<file path="config.mk">
export PLATFORM = sky130hd
export DESIGN_NAME = true_form_accum_ctrl
export DESIGN_NICKNAME = d
export VERILOG_FILES = /design/src/rtl/true_form_accum_ctrl_pkg.sv /design/src/rtl/true_form_accum_ctrl_sm_add_core.sv /design/src/rtl/true_form_accum_ctrl.sv
export SDC_FILE = /design/constraint.sdc
export NUM_CORES = 1
export LEC_CHECK = 0
export BUFFER_PORTS_ARGS = -buffer_cell sky130_fd_sc_hd__buf_4
export CAP_MARGIN = 10
export CORE_ASPECT_RATIO = 1.75
export CORE_MARGIN = 4
export CORE_UTILIZATION = 55
export CTS_BUF_LIST = sky130_fd_sc_hd__clkbuf_2
export CTS_CLUSTER_DIAMETER = 30
export DETAILED_ROUTE_END_ITERATION = 6
export GPL_ROUTABILITY_DRIVEN = 0
export HOLD_SLACK_MARGIN = 0.02
export PLACE_DENSITY = 0.79
export SYNTH_ARGS = -nofsm -noshare
export SYNTH_HDL_FRONTEND = slang
export SYNTH_SLANG_ARGS = --single-unit
</file>
<file path="constraint.sdc">
create_clock -name clk -period 4.2 [get_ports clk]
set_clock_uncertainty 0.2 [all_clocks]
set_input_delay 0.84 -clock clk [delete_from_list [all_inputs] [get_ports clk]]
set_output_delay 0.84 -clock clk [all_outputs]
set_load 0.05 [all_outputs]
</file>
<file path="src/rtl/true_form_accum_ctrl_pkg.sv">
// Shared types and sign-magnitude helpers
// for the true-form burst accumulator.
package true_form_pkg;

  typedef enum logic [1:0] {
    IDLE,
    ACCUM,
    DONE
  } acc_state_e;

  localparam int SM_MAX_W = 64;
  localparam logic [SM_MAX_W-1:0] SM_ZERO = '0;

  function automatic logic sm_sign(
    input logic [SM_MAX_W-1:0] v,
    input int unsigned         w
  );
    return v[w-1];
  endfunction

  function automatic logic [SM_MAX_W-1:0] sm_mag(
    input logic [SM_MAX_W-1:0] v,
    input int unsigned         w
  );
    logic [SM_MAX_W-1:0] mask;
    mask = (SM_MAX_W'(1) << (w - 1)) - SM_MAX_W'(1);
    return v & mask;
  endfunction

endpackage

</file>
<file path="src/rtl/true_form_accum_ctrl_sm_add_core.sv">
// Combinational sign-magnitude adder with
// magnitude-overflow flag and canonical +0.
module sm_add_core
  import true_form_pkg::*;
#(
  parameter int WIDTH = 8
) (
  input  logic [WIDTH-1:0] a,
  input  logic [WIDTH-1:0] b,
  output logic [WIDTH-1:0] s,
  output logic             of
);

  localparam int MW = WIDTH - 1;

  logic          sa;
  logic          sb;
  logic [MW-1:0] ma;
  logic [MW-1:0] mb;
  logic [MW-1:0] mag;
  logic [MW:0]   sum;
  logic          sgn;

  assign sa = sm_sign(SM_MAX_W'(a), WIDTH);
  assign sb = sm_sign(SM_MAX_W'(b), WIDTH);
  assign ma = MW'(sm_mag(SM_MAX_W'(a), WIDTH));
  assign mb = MW'(sm_mag(SM_MAX_W'(b), WIDTH));
  assign sum = {1'b0, ma} + {1'b0, mb};

  always_comb begin
    mag = '0;
    sgn = 1'b0;
    of  = 1'b0;
    if (sa == sb) begin
      mag = sum[MW-1:0];
      sgn = sa;
      of  = sum[MW];
    end else if (ma >= mb) begin
      mag = ma - mb;
      sgn = sa;
    end else begin
      mag = mb - ma;
      sgn = sb;
    end
    // zero magnitude is always emitted as +0
    s = (mag == '0) ? WIDTH'(SM_ZERO) : {sgn, mag};
  end

endmodule

</file>
<file path="src/rtl/true_form_accum_ctrl.sv">
// Burst accumulator controller: folds a stream
// of true-form operands into one result.
module true_form_accum_ctrl
  import true_form_pkg::*;
#(
  parameter int WIDTH   = 8,
  parameter int MAX_LEN = 16,
  parameter int LEN_W   = $clog2(MAX_LEN + 1)
) (
  input  logic             clk,
  input  logic             rst_n,
  input  logic             start_i,
  input  logic [LEN_W-1:0] len_i,
  output logic             busy_o,
  input  logic             in_valid,
  output logic             in_ready,
  input  logic [WIDTH-1:0] in_data,
  output logic             out_valid,
  input  logic             out_ready,
  output logic [WIDTH-1:0] out_sum,
  output logic             out_of
);

  acc_state_e       state_q;
  acc_state_e       state_d;
  logic [WIDTH-1:0] acc_q;
  logic [WIDTH-1:0] acc_d;
  logic [LEN_W-1:0] rem_q;
  logic [LEN_W-1:0] rem_d;
  logic             of_q;
  logic             of_d;
  logic [WIDTH-1:0] add_s;
  logic             add_of;

  sm_add_core #(
    .WIDTH(WIDTH)
  ) u_add (
    .a (acc_q),
    .b (in_data),
    .s (add_s),
    .of(add_of)
  );

  always_ff @(posedge clk) begin
    if (!rst_n) begin
      state_q <= IDLE;
      acc_q   <= WIDTH'(SM_ZERO);
      rem_q   <= '0;
      of_q    <= 1'b0;
    end else begin
      state_q <= state_d;
      acc_q   <= acc_d;
      rem_q   <= rem_d;
      of_q    <= of_d;
    end
  end

  always_comb begin
    state_d = state_q;
    acc_d   = acc_q;
    rem_d   = rem_q;
    of_d    = of_q;
    unique case (state_q)
      IDLE: begin
        if (start_i) begin
          acc_d = WIDTH'(SM_ZERO);
          of_d  = 1'b0;
          if (len_i == '0) begin
            rem_d   = '0;
            state_d = DONE;
          end else begin
            rem_d = (len_i > LEN_W'(MAX_LEN)) ?
                    LEN_W'(MAX_LEN) : len_i;
            state_d = ACCUM;
          end
        end
      end
      ACCUM: begin
        if (in_valid) begin
          acc_d = add_s;
          of_d  = of_q | add_of;
          rem_d = rem_q - LEN_W'(1);
          if (rem_q == LEN_W'(1)) state_d = DONE;
        end
      end
      DONE: begin
        if (out_ready) state_d = IDLE;
      end
      default: state_d = IDLE;
    endcase
  end

  assign busy_o    = (state_q != IDLE);
  assign in_ready  = (state_q == ACCUM);
  assign out_valid = (state_q == DONE);
  assign out_sum   = acc_q;
  assign out_of    = of_q;

endmodule
</file>
* Word-level counts from Yosys, hierarchy flattened
Index checks and enable logic that the tools add are counted.
** Cells by class
- Add/subtract/negate cells :: 4
- Multiply operators :: 0
- Divide/modulo/power cells :: 0
- Order comparisons :: 2
- Eq/ne operators :: 10
- Shift-type cells :: 0
- Muxes and demuxes :: 23
- Bitwise gates (word level) :: 1
- Reductions and logical operators :: 8
** Operators with widths (count)
- two-way mux 8 bit :: 3
- two-way mux 5 bit :: 4
- case mux 8 bit (2 select lines) :: 1
- two-way mux 7 bit :: 2
- subtractor 7 bit :: 2
- two-way mux 2 bit :: 5
- case mux 5 bit (2 select lines) :: 1
- adder 7 x 7 -> 8 bit :: 1
- greater-or-equal comparator 7 bit :: 1
- zero test 7 bit :: 1
- inequality test 3 bit (second input constant) :: 2
- case mux 2 bit (3 select lines) :: 1
- == test 5 x 1 -> 1 bit (second input constant) :: 1
- > comparator 5 bit (second input constant) :: 1
- zero test 5 bit :: 1
- two-way mux 1 bit :: 5
- AND reduction 5 bit :: 1
- subtractor 5 x 1 -> 5 bit (second input constant) :: 1
- inequality test 2 x 1 -> 1 bit (second input constant) :: 2
- inequality test 2 bit (second input constant) :: 2
- AND reduction 4 bit :: 1
- nonzero test 2 bit :: 2
- AND reduction 3 bit :: 1
- == test 2 x 1 -> 1 bit (second input constant) :: 1
- other kinds (5) :: 5
** Storage, ports and cells
- Flip-flop bits (word level) :: 16
- Bits in latches :: 0
- Bits in writable memories :: 0
- Bits in read-only memories :: 0
- Input bits :: 18
- Output and inout bits :: 12
- Memories kept :: 0

* Longest topological paths before layout
Gate-level depths: netlist of run 1.
- Depth in word-level cells :: 7
- Gate-level depth with buffers :: 11
- Gate-level depth less buffers :: 11

* Cells and area by module
A second synthesis of run 1 with hierarchy kept.
** Unflattened totals
- Cell total of the unflattened synthesis :: 233
- Area, all modules :: 1831.8 µm²
** Modules (own cells, without submodules)
- sm_add_core :: instances 1, cells each 135, area each 1012.2 µm²
- true_form_accum_ctrl :: instances 1, cells each 98, area each 819.5 µm²

* Least setup slack after synthesis of run 1
Ideal clock, no wire load.
- Kind :: input -> register
- Start point :: input port in_data[6]
- End point :: register acc_q[6] (netlist: out_sum[6])
- Setup time :: 132 ps
- Arrival :: 2551 ps
- Slack :: 1317 ps
- Stages on the path :: 10
- Path through :: inv_1 -> ha_1 -> buf_6 -> a21oi_4 -> nand3_2 -> a41oi_4 -> mux2i_1 -> mux2_4 -> o21ai_1 -> a21oi_1
** Between the ends
- Cells in the longest elaborated chain, start to end :: 7
- Elaborated cells on any way between the ends :: 10
** Ends and longest elaborated chain
- start, declared :: line true_form_accum_ctrl.sv:17 : input logic [WIDTH-1:0] in_data,
- subtractor 7 bit (tied with other cells) :: line true_form_accum_ctrl_sm_add_core.sv:42 : mag = mb - ma;
- two-way mux 7 bit :: line true_form_accum_ctrl_sm_add_core.sv:38 : end else if (ma >= mb) begin
- two-way mux 7 bit * :: line true_form_accum_ctrl_sm_add_core.sv:34 : if (sa == sb) begin
- zero test 7 bit :: line true_form_accum_ctrl_sm_add_core.sv:46 : s = (mag == '0) ? WIDTH'(SM_ZERO) : {sgn, mag};
- two-way mux 8 bit * :: line true_form_accum_ctrl_sm_add_core.sv:46
- two-way mux 8 bit * :: line true_form_accum_ctrl.sv:79 : if (in_valid) begin
- case mux 8 bit (2 select lines) * :: line true_form_accum_ctrl.sv:63 : unique case (state_q)
- end signal, assigned :: line true_form_accum_ctrl.sv:47 : acc_q <= WIDTH'(SM_ZERO);
- end, declared :: line true_form_accum_ctrl.sv:26 : logic [WIDTH-1:0] acc_q;
Every way passes the cells marked *; elsewhere a longest branch is shown, timed or not. The select of a mux whose other input is x is not followed.
A chain may end at the register's enable or synchronous reset.

* Final worst setup path of run 1
- Start point :: input port in_data[2]
- End point :: register acc_q[7] (netlist: out_sum[7])
** Between the ends
- Cells in the longest elaborated chain, start to end :: 7
- Elaborated cells on any way between the ends :: 13
** Ends and longest elaborated chain (line)
- subtractor 7 bit (tied with other cells) :: true_form_accum_ctrl_sm_add_core.sv:42
- two-way mux 7 bit :: true_form_accum_ctrl_sm_add_core.sv:38
- two-way mux 7 bit :: true_form_accum_ctrl_sm_add_core.sv:34
- zero test 7 bit :: true_form_accum_ctrl_sm_add_core.sv:46
- two-way mux 8 bit :: true_form_accum_ctrl_sm_add_core.sv:46
- two-way mux 8 bit :: true_form_accum_ctrl.sv:79
- case mux 8 bit (2 select lines) :: true_form_accum_ctrl.sv:63
Parallel ways exist; a longest one is shown, timed or not. The select of a mux whose other input is x is not followed.

==> results of run 1 <==
==> per-layer routing <==
| layer | track usage, % | part of all wire [%] | routed length [um] |
|---|---|---|---|
| met1 | 21.5 | 36 | 1630 |
| met2 | 43.0 | 57 | 2550 |
| met4 | 12.2 | 3.8 | 172 |
| met3 | 1.43 | 2.9 | 131 |
| met5 | 0 | 0 | 0 |
==> placed cells by master (no fill, tap or decap), drive strengths merged, types with 4 or more instances in the layout <==
cell    instances
nor3           10
nor2b           8
nor2           28
inv            27
ha             26
o211ai          4
a21oi          24
nand2b          4
o21ai           8
nand2          15
nand3           6
buf            29
dfxtp          16
nor4            6
==> worst reg2reg max path, stage by stage, from the launching register on <==
cell,delay [ns]
sky130_fd_sc_hd__dfxtp_1,0.48
sky130_fd_sc_hd__ha_1,0.41
sky130_fd_sc_hd__a21oi_1,0.21
sky130_fd_sc_hd__o21ai_2,0.10
sky130_fd_sc_hd__a41oi_4,0.37
sky130_fd_sc_hd__mux2i_1,0.28
sky130_fd_sc_hd__mux2_4,0.33
sky130_fd_sc_hd__nor2_1,0.13
sky130_fd_sc_hd__a41oi_1,0.10
==> cell families (layout without fill, tap and decap cells) <==
family / after synthesis / count (layout) / share of synthesized area [%]
xor gates and xnor gates: 2 / 2 / 1.81
adders and majority gates: 29 / 29 / 21.4
and+or+nand+nor: 87 / 87 / 24.5
DFF: 16 / 16 / 17.8
AOI/OAI and AO/OA: 63 / 63 / 24.5
muxes: 3 / 3 / 1.95
buffers and inverters: 35 / 59 / 8.00
==> power by group <==
group	total (mW)	internal, mW	switching, mW
Combinational	0.209	0.0812	0.128
Clock	0.0685	0.0194	0.0491
Sequential	0.174	0.161	0.0127
Total	0.452	0.262	0.190
==> worst paths after layout <==
path                                    to  slack (ns)
worst max-delay path            out_sum[7]        1.27
worst max register to register  out_sum[7]        1.49
worst min register to register      out_of        0.31
worst min-delay path                out_of        0.31
==> layout make-up <==
class / count / area [um^2] / area share (%)
Inverter: 27 / 101 / 4.96
Clock buffer: 3 / 15.0 / 0.735
Multi-Input combinational cell: 184 / 1330 / 65.3
Tap cell: 43 / 53.8 / 2.63
Timing Repair Buffer: 29 / 218 / 10.7
Sequential cell: 16 / 320 / 15.7
==> flip-flops by register name, indices dropped and copies added (netlist names) <==
signal	flops
state_q	2
out_sum	8
rem_q	5
out_of	1
==> metrics by stage <==
step                      total power, mW  setup slack [ns]  util [%]  cell area (um^2)
after global routing                0.482              1.12      65.0              2040
after floorplan                     0.328              1.32         -              1800
after detailed placement            0.385             0.931      64.5              2030
final                               0.452              1.27      65.0              2040
after CTS                           0.451              1.27      65.0              2040
after global placement              0.383              1.00      64.5              2030
==> reports/metrics.json, run 1 <==
{
  "run_status": {
    "run_status": "complete, no violations"
  },
  "worst_setup_path": {
    "critical_path_arrival_ns": 2.93,
    "startpoint_type": "input pin",
    "worst-path-buf-inv": 2,
    "crit_slowest_cell": "sky130_fd_sc_hd__ha_1",
    "timing.rr.start": "out_sum[2]",
    "reg2regPathDepth": 8,
    "timing.critical_path.to_type": "register",
    "worstPathCellList": "buf_4, inv_1, ha_1, a21oi_1, o21ai_2, a41oi_4, mux2i_1, mux2_4, nor2_1, a41oi_1",
    "startpoint": "in_data[2]",
    "worst_ep_required_time_ns": 4.20,
    "number_of_stages_on_the_worst_setup_path": 10,
    "crit_family": "compound AO/OA/AOI/OAI gates",
    "critical_path_fanouts_max": 14,
    "critPathKind": "input pin to register",
    "timing.critical_path.slowest_cell_delay_ns": 0.44
  },
  "die": {
    "die-height_um": 83.6,
    "die-width_um": 51.2,
    "initial_util_pct": 57.2,
    "floorplan.die_area_um2": 4280,
    "io-pin-count": 30,
    "coreArea_um2": 3140,
    "num_rows": 27
  },
  "route": {
    "drt-initial-drc-count": 81,
    "drt_wl_total_mm": 4.48,
    "drt_drc_violations_left": 0,
    "firstDrtPassIters": 5,
    "routed_wire_length_per_instance_um": 14.8,
    "detail_route.vias_per_cell": 5.74,
    "antenna_viol_nets_final": 0,
    "vias": 1734
  },
  "final_layout": {
    "instances_no_fill": 302,
    "layout-drive-gt1-share_pct": 16.6,
    "fillCellCount": 328,
    "post_layout_nets": 308,
    "flow.area_growth_from_synthesis_pct": 13.6,
    "antenna_cells": 0
  },
  "sta": {
    "final.setup.tns_ns": 0,
    "finalSetupViolCount": 0,
    "final.hold.worst_slack_ns": 0.309,
    "hold_viol_final": 0,
    "drv_slew": 0,
    "rsz0062_at_grt": "false",
    "slew-limit-headroom_pct": 65.9,
    "finalWorstPathRequiredPeriod_ns": 2.93,
    "worst_margin_slew_ns": 0.509,
    "fmax_mhz": 341,
    "min_period_over_period_pct": 69.8
  },
  "clock_tree": {
    "post-cts-setup-buffer-count": 0,
    "cts_tree": "done",
    "ctsHtreeMaxLevel": 1,
    "max-clock-path-buffers": 2,
    "worst_setup_hold_path_clk_slew_ns": 0.14,
    "post_cts_resized": 0,
    "cts_inserted_buffers": 3,
    "postCtsHoldBufs": 0,
    "clk-insertion-delay-late_ns": 0.31,
    "cts-root-buf": "sky130_fd_sc_hd__clkbuf_2",
    "cts_num_sinks": 16
  },
  "pwr": {
    "power.density_nw_per_um2": 221,
    "vdd_ir_drop_max_v": 0.000172,
    "total_leakage_power_nw": 0.930
  },
  "global_routing": {
    "gr-total-overflow": 0,
    "grt_use_total_pct": 22.1,
    "grt_pass1_wl_mm": 7.43,
    "antenna_violations_before_repair": 0,
    "grt_start_max_net_pins": 17,
    "grt_pass1_vias": 1677
  },
  "logic_synthesis": {
    "synth_nets": 282,
    "syn_avg_cell_area_um2": 7.65,
    "netlist.area_leader.share_pct": 18.1,
    "asyncSetResetFlopFracSynth_pct": 0,
    "synth_most_common_cell": "sky130_fd_sc_hd__nor2_1",
    "dominantRegCellSynth": "sky130_fd_sc_hd__dfxtp_1",
    "synth_cells": 235,
    "synth_sequential_area_ratio_pct": 17.8,
    "synth.largest_area_cell": "sky130_fd_sc_hd__ha_1",
    "synth-edff-count": 0,
    "ys.warnings.count": 0,
    "synthesis.area_um2": 1800,
    "synth_top_cells_by_area": "sky130_fd_sc_hd__ha_1 18%, sky130_fd_sc_hd__dfxtp_1 18%, sky130_fd_sc_hd__a21oi_1 6.4%",
    "synth-seq-cells": 16,
    "synth.distinct_cells": 50,
    "synth_commonest_cells": "28 x sky130_fd_sc_hd__nor2_1, 26 x sky130_fd_sc_hd__ha_1, 26 x sky130_fd_sc_hd__inv_1, 23 x sky130_fd_sc_hd__a21oi_1, 16 x sky130_fd_sc_hd__dfxtp_1"
  },
  "placed_design": {
    "detailedPlacementHpwl_mm": 3.68,
    "placed_cells": 299,
    "buffer_ports.inserted": 29
  },
  "min_path": {
    "hold_class": "register to register",
    "min_path_cells": 2,
    "worst_hold_startpoint": "out_of"
  },
  "run": {
    "max_cap_viol_count": 0
  }
}
Note: power is estimated with default switching activity, not from simulation.
==> run 2: changes to the inputs <==
--- a/config.mk
+++ b/config.mk
@@ -9,13 +9,13 @@
 export CAP_MARGIN = 10
 export CORE_ASPECT_RATIO = 1.75
 export CORE_MARGIN = 4
-export CORE_UTILIZATION = 55
+export CORE_UTILIZATION = 53
 export CTS_BUF_LIST = sky130_fd_sc_hd__clkbuf_2
 export CTS_CLUSTER_DIAMETER = 30
 export DETAILED_ROUTE_END_ITERATION = 6
 export GPL_ROUTABILITY_DRIVEN = 0
 export HOLD_SLACK_MARGIN = 0.02
-export PLACE_DENSITY = 0.79
+export PLACE_DENSITY = 0.8
 export SYNTH_ARGS = -nofsm -noshare
 export SYNTH_HDL_FRONTEND = slang
 export SYNTH_SLANG_ARGS = --single-unit
==> constraint.sdc (replaced) <==
create_clock -name clk -period 2.6 [get_ports clk]
set_clock_uncertainty 0.2 [all_clocks]
set_input_delay 0.52 -clock clk [delete_from_list [all_inputs] [get_ports clk]]
set_output_delay 0.52 -clock clk [all_outputs]
set_load 0.05 [all_outputs]
==> run 2 against run 1 <==
Non-clock buffer count is 31 higher. Cell area is 13% higher. Sequential cell count stayed put. Largest cell class unchanged. Largest power group unchanged.
==> reports/metrics.json, run 2 (synthesis gave the netlist of run 1 again) <==
{
  "pwr": {
    "power.density_nw_per_um2": 342,
    "internal-power_mw": 0.467,
    "finalPower_mw": 0.790,
    "share_seq_of_total_power_pct": 35.6,
    "total_leakage_power_nw": 1.09,
    "power.clock.fraction_pct": 13.8,
    "vdd_ir_drop_max_v": 0.000370,
    "p_switching_mw": 0.323,
    "power_frac_comb_pct": 50.6,
    "power.share.switching_pct": 40.9
  },
  "final_layout": {
    "end_of_flow_core_utilization_pct": 72.0,
    "flow.area_growth_from_synthesis_pct": 28.6,
    "layout.cell_area.non_filler_um2": 2310,
    "post_layout_nets": 339,
    "final_common_cell": "sky130_fd_sc_hd__buf_4",
    "layout-drive-gt1-share_pct": 29.2,
    "max_reg_flops": 8,
    "antenna_cells": 0,
    "layout.cells.most_common_list": "60 x sky130_fd_sc_hd__buf_4, 28 x sky130_fd_sc_hd__nor2_1, 26 x sky130_fd_sc_hd__inv_1, 25 x sky130_fd_sc_hd__ha_1, 23 x sky130_fd_sc_hd__a21oi_1"
  },
  "placed_design": {
    "dp_slack_ns": -0.179,
    "buffer_ports.inserted": 29,
    "detailedPlacementHpwl_mm": 4.33,
    "dpl-instance-area_um2": 2270
  },
  "worst_setup_path": {
    "crit_family": "compound AO/OA/AOI/OAI gates",
    "timing.rr.start": "out_sum[0]",
    "worstPathCellList": "ha_1, nor2b_1, o21ai_2, a41oi_4, mux2i_1, mux2_4, o21ai_1, a21oi_1",
    "critical_path_fanouts_max": 7,
    "startpoint_type": "register",
    "timing.critical_path.to_type": "register",
    "reg2reg_slack_ns": 0.13,
    "critPathKind": "register to register",
    "startpoint": "out_sum[0]",
    "setup.worst_path.end": "out_sum[6]",
    "worst-path-buf-inv": 0,
    "timing.critical_path.slowest_cell_delay_ns": 0.39,
    "number_of_stages_on_the_worst_setup_path": 8,
    "r2r_end": "out_sum[6]",
    "reg2regPathDepth": 8,
    "crit_slowest_cell": "sky130_fd_sc_hd__dfxtp_4",
    "critical_path_arrival_ns": 2.43,
    "worst_ep_required_time_ns": 2.56
  },
  "global_routing": {
    "grt_use_total_pct": 24.9,
    "grt_pass1_wl_mm": 8.55,
    "grt_pass1_vias": 2035,
    "antenna_violations_before_repair": 0,
    "grt_start_max_net_pins": 17,
    "gr-total-overflow": 0
  },
  "route": {
    "firstDrtPassIters": 4,
    "drt_wl_total_mm": 5.16,
    "detailroute.wirelength.met2_mm": 2.81,
    "drt-initial-drc-count": 44,
    "routedLengthMet1_mm": 1.69,
    "met3RoutedLength_um": 195,
    "vias": 1950,
    "routed_wire_length_per_instance_um": 15.5,
    "antenna_viol_nets_final": 0,
    "drt_drc_violations_left": 0,
    "uppermost_layer_routed": "met4",
    "detail_route.vias_per_cell": 5.84
  },
  "clock_tree": {
    "post_cts_resized": 0,
    "cts_num_sinks": 16,
    "max-clock-path-buffers": 2,
    "post-cts-setup-buffer-count": 0,
    "ctsHtreeMaxLevel": 1,
    "postCtsHoldBufs": 0,
    "cts-root-buf": "sky130_fd_sc_hd__clkbuf_2",
    "cts_tree": "done",
    "worst_setup_hold_path_clk_slew_ns": 0.15,
    "cts_inserted_buffers": 3,
    "clk-insertion-delay-late_ns": 0.28
  },
  "sta": {
    "finalWorstPathRequiredPeriod_ns": 2.47,
    "drv_slew": 0,
    "fmax_mhz": 405,
    "postLayoutSetupSlackWorst_ns": 0.129,
    "slew-limit-headroom_pct": 61.9,
    "finalSetupViolCount": 0,
    "worst_margin_slew_ns": 0.568,
    "hold_viol_final": 0,
    "min_period_over_period_pct": 95.0
  },
  "run_status": {
    "run_status": "complete, no violations"
  },
  "die": {
    "die-width_um": 52.0,
    "num_rows": 27,
    "floorplan.die_area_um2": 4430,
    "die-height_um": 85.1,
    "io-pin-count": 30,
    "coreArea_um2": 3210,
    "initial_util_pct": 56.0
  },
  "min_path": {
    "hold_class": "input pin to register",
    "worst_hold_startpoint": "start_i"
  },
  "run": {
    "max_cap_viol_count": 0
  }
}
==> run 2: power groups by stage <==
stage / logic (mW) / registers (mW) / clock network [mW]
after floorplan: 0.228 / 0.303 / 0
after global placement: 0.380 / 0.286 / 0
after detailed placement: 0.391 / 0.287 / 0
after CTS: 0.392 / 0.281 / 0.111
after global routing: 0.440 / 0.283 / 0.124
final: 0.400 / 0.281 / 0.109
==> run 2: per-stage QoR <==
| stage | std cells | hold WS, ns | setup TNS [ns] |
|---|---|---|---|
| after floorplan | 235 | 0.267 | 0 |
| after global placement | 330 | 0.270 | -0.227 |
| after detailed placement | 330 | 0.282 | -0.484 |
| after CTS | 334 | 0.255 | 0 |
| after global routing | 334 | 0.249 | -0.00326 |
| final | 334 | 0.261 | 0 |
==> run 2: worst min path at each step <==
stage | end | cells past startpoint
after floorplan | rem_q[3] | 2
after global placement | out_of | 2
after detailed placement | out_of | 2
after CTS | out_of | 2
after global routing | out_of | 2
final | out_of | 2
==> run 2: layout make-up <==
class	count	area (um^2)
sequential	16	330
clock inverter	1	3.75
timing repair buffer	60	450
inverter	27	101
fill	272	897
tap	43	53.8
multi-input combinational	184	1360
clock buffer	3	15.0
==> run 2: metal layers <==
layer / up-vias / track usage (%)
met4: 0 / 21.5
li1: 939 / -
met1: 891 / 23.2
met2: 81 / 45.6
met3: 39 / 1.93
met5: - / 0
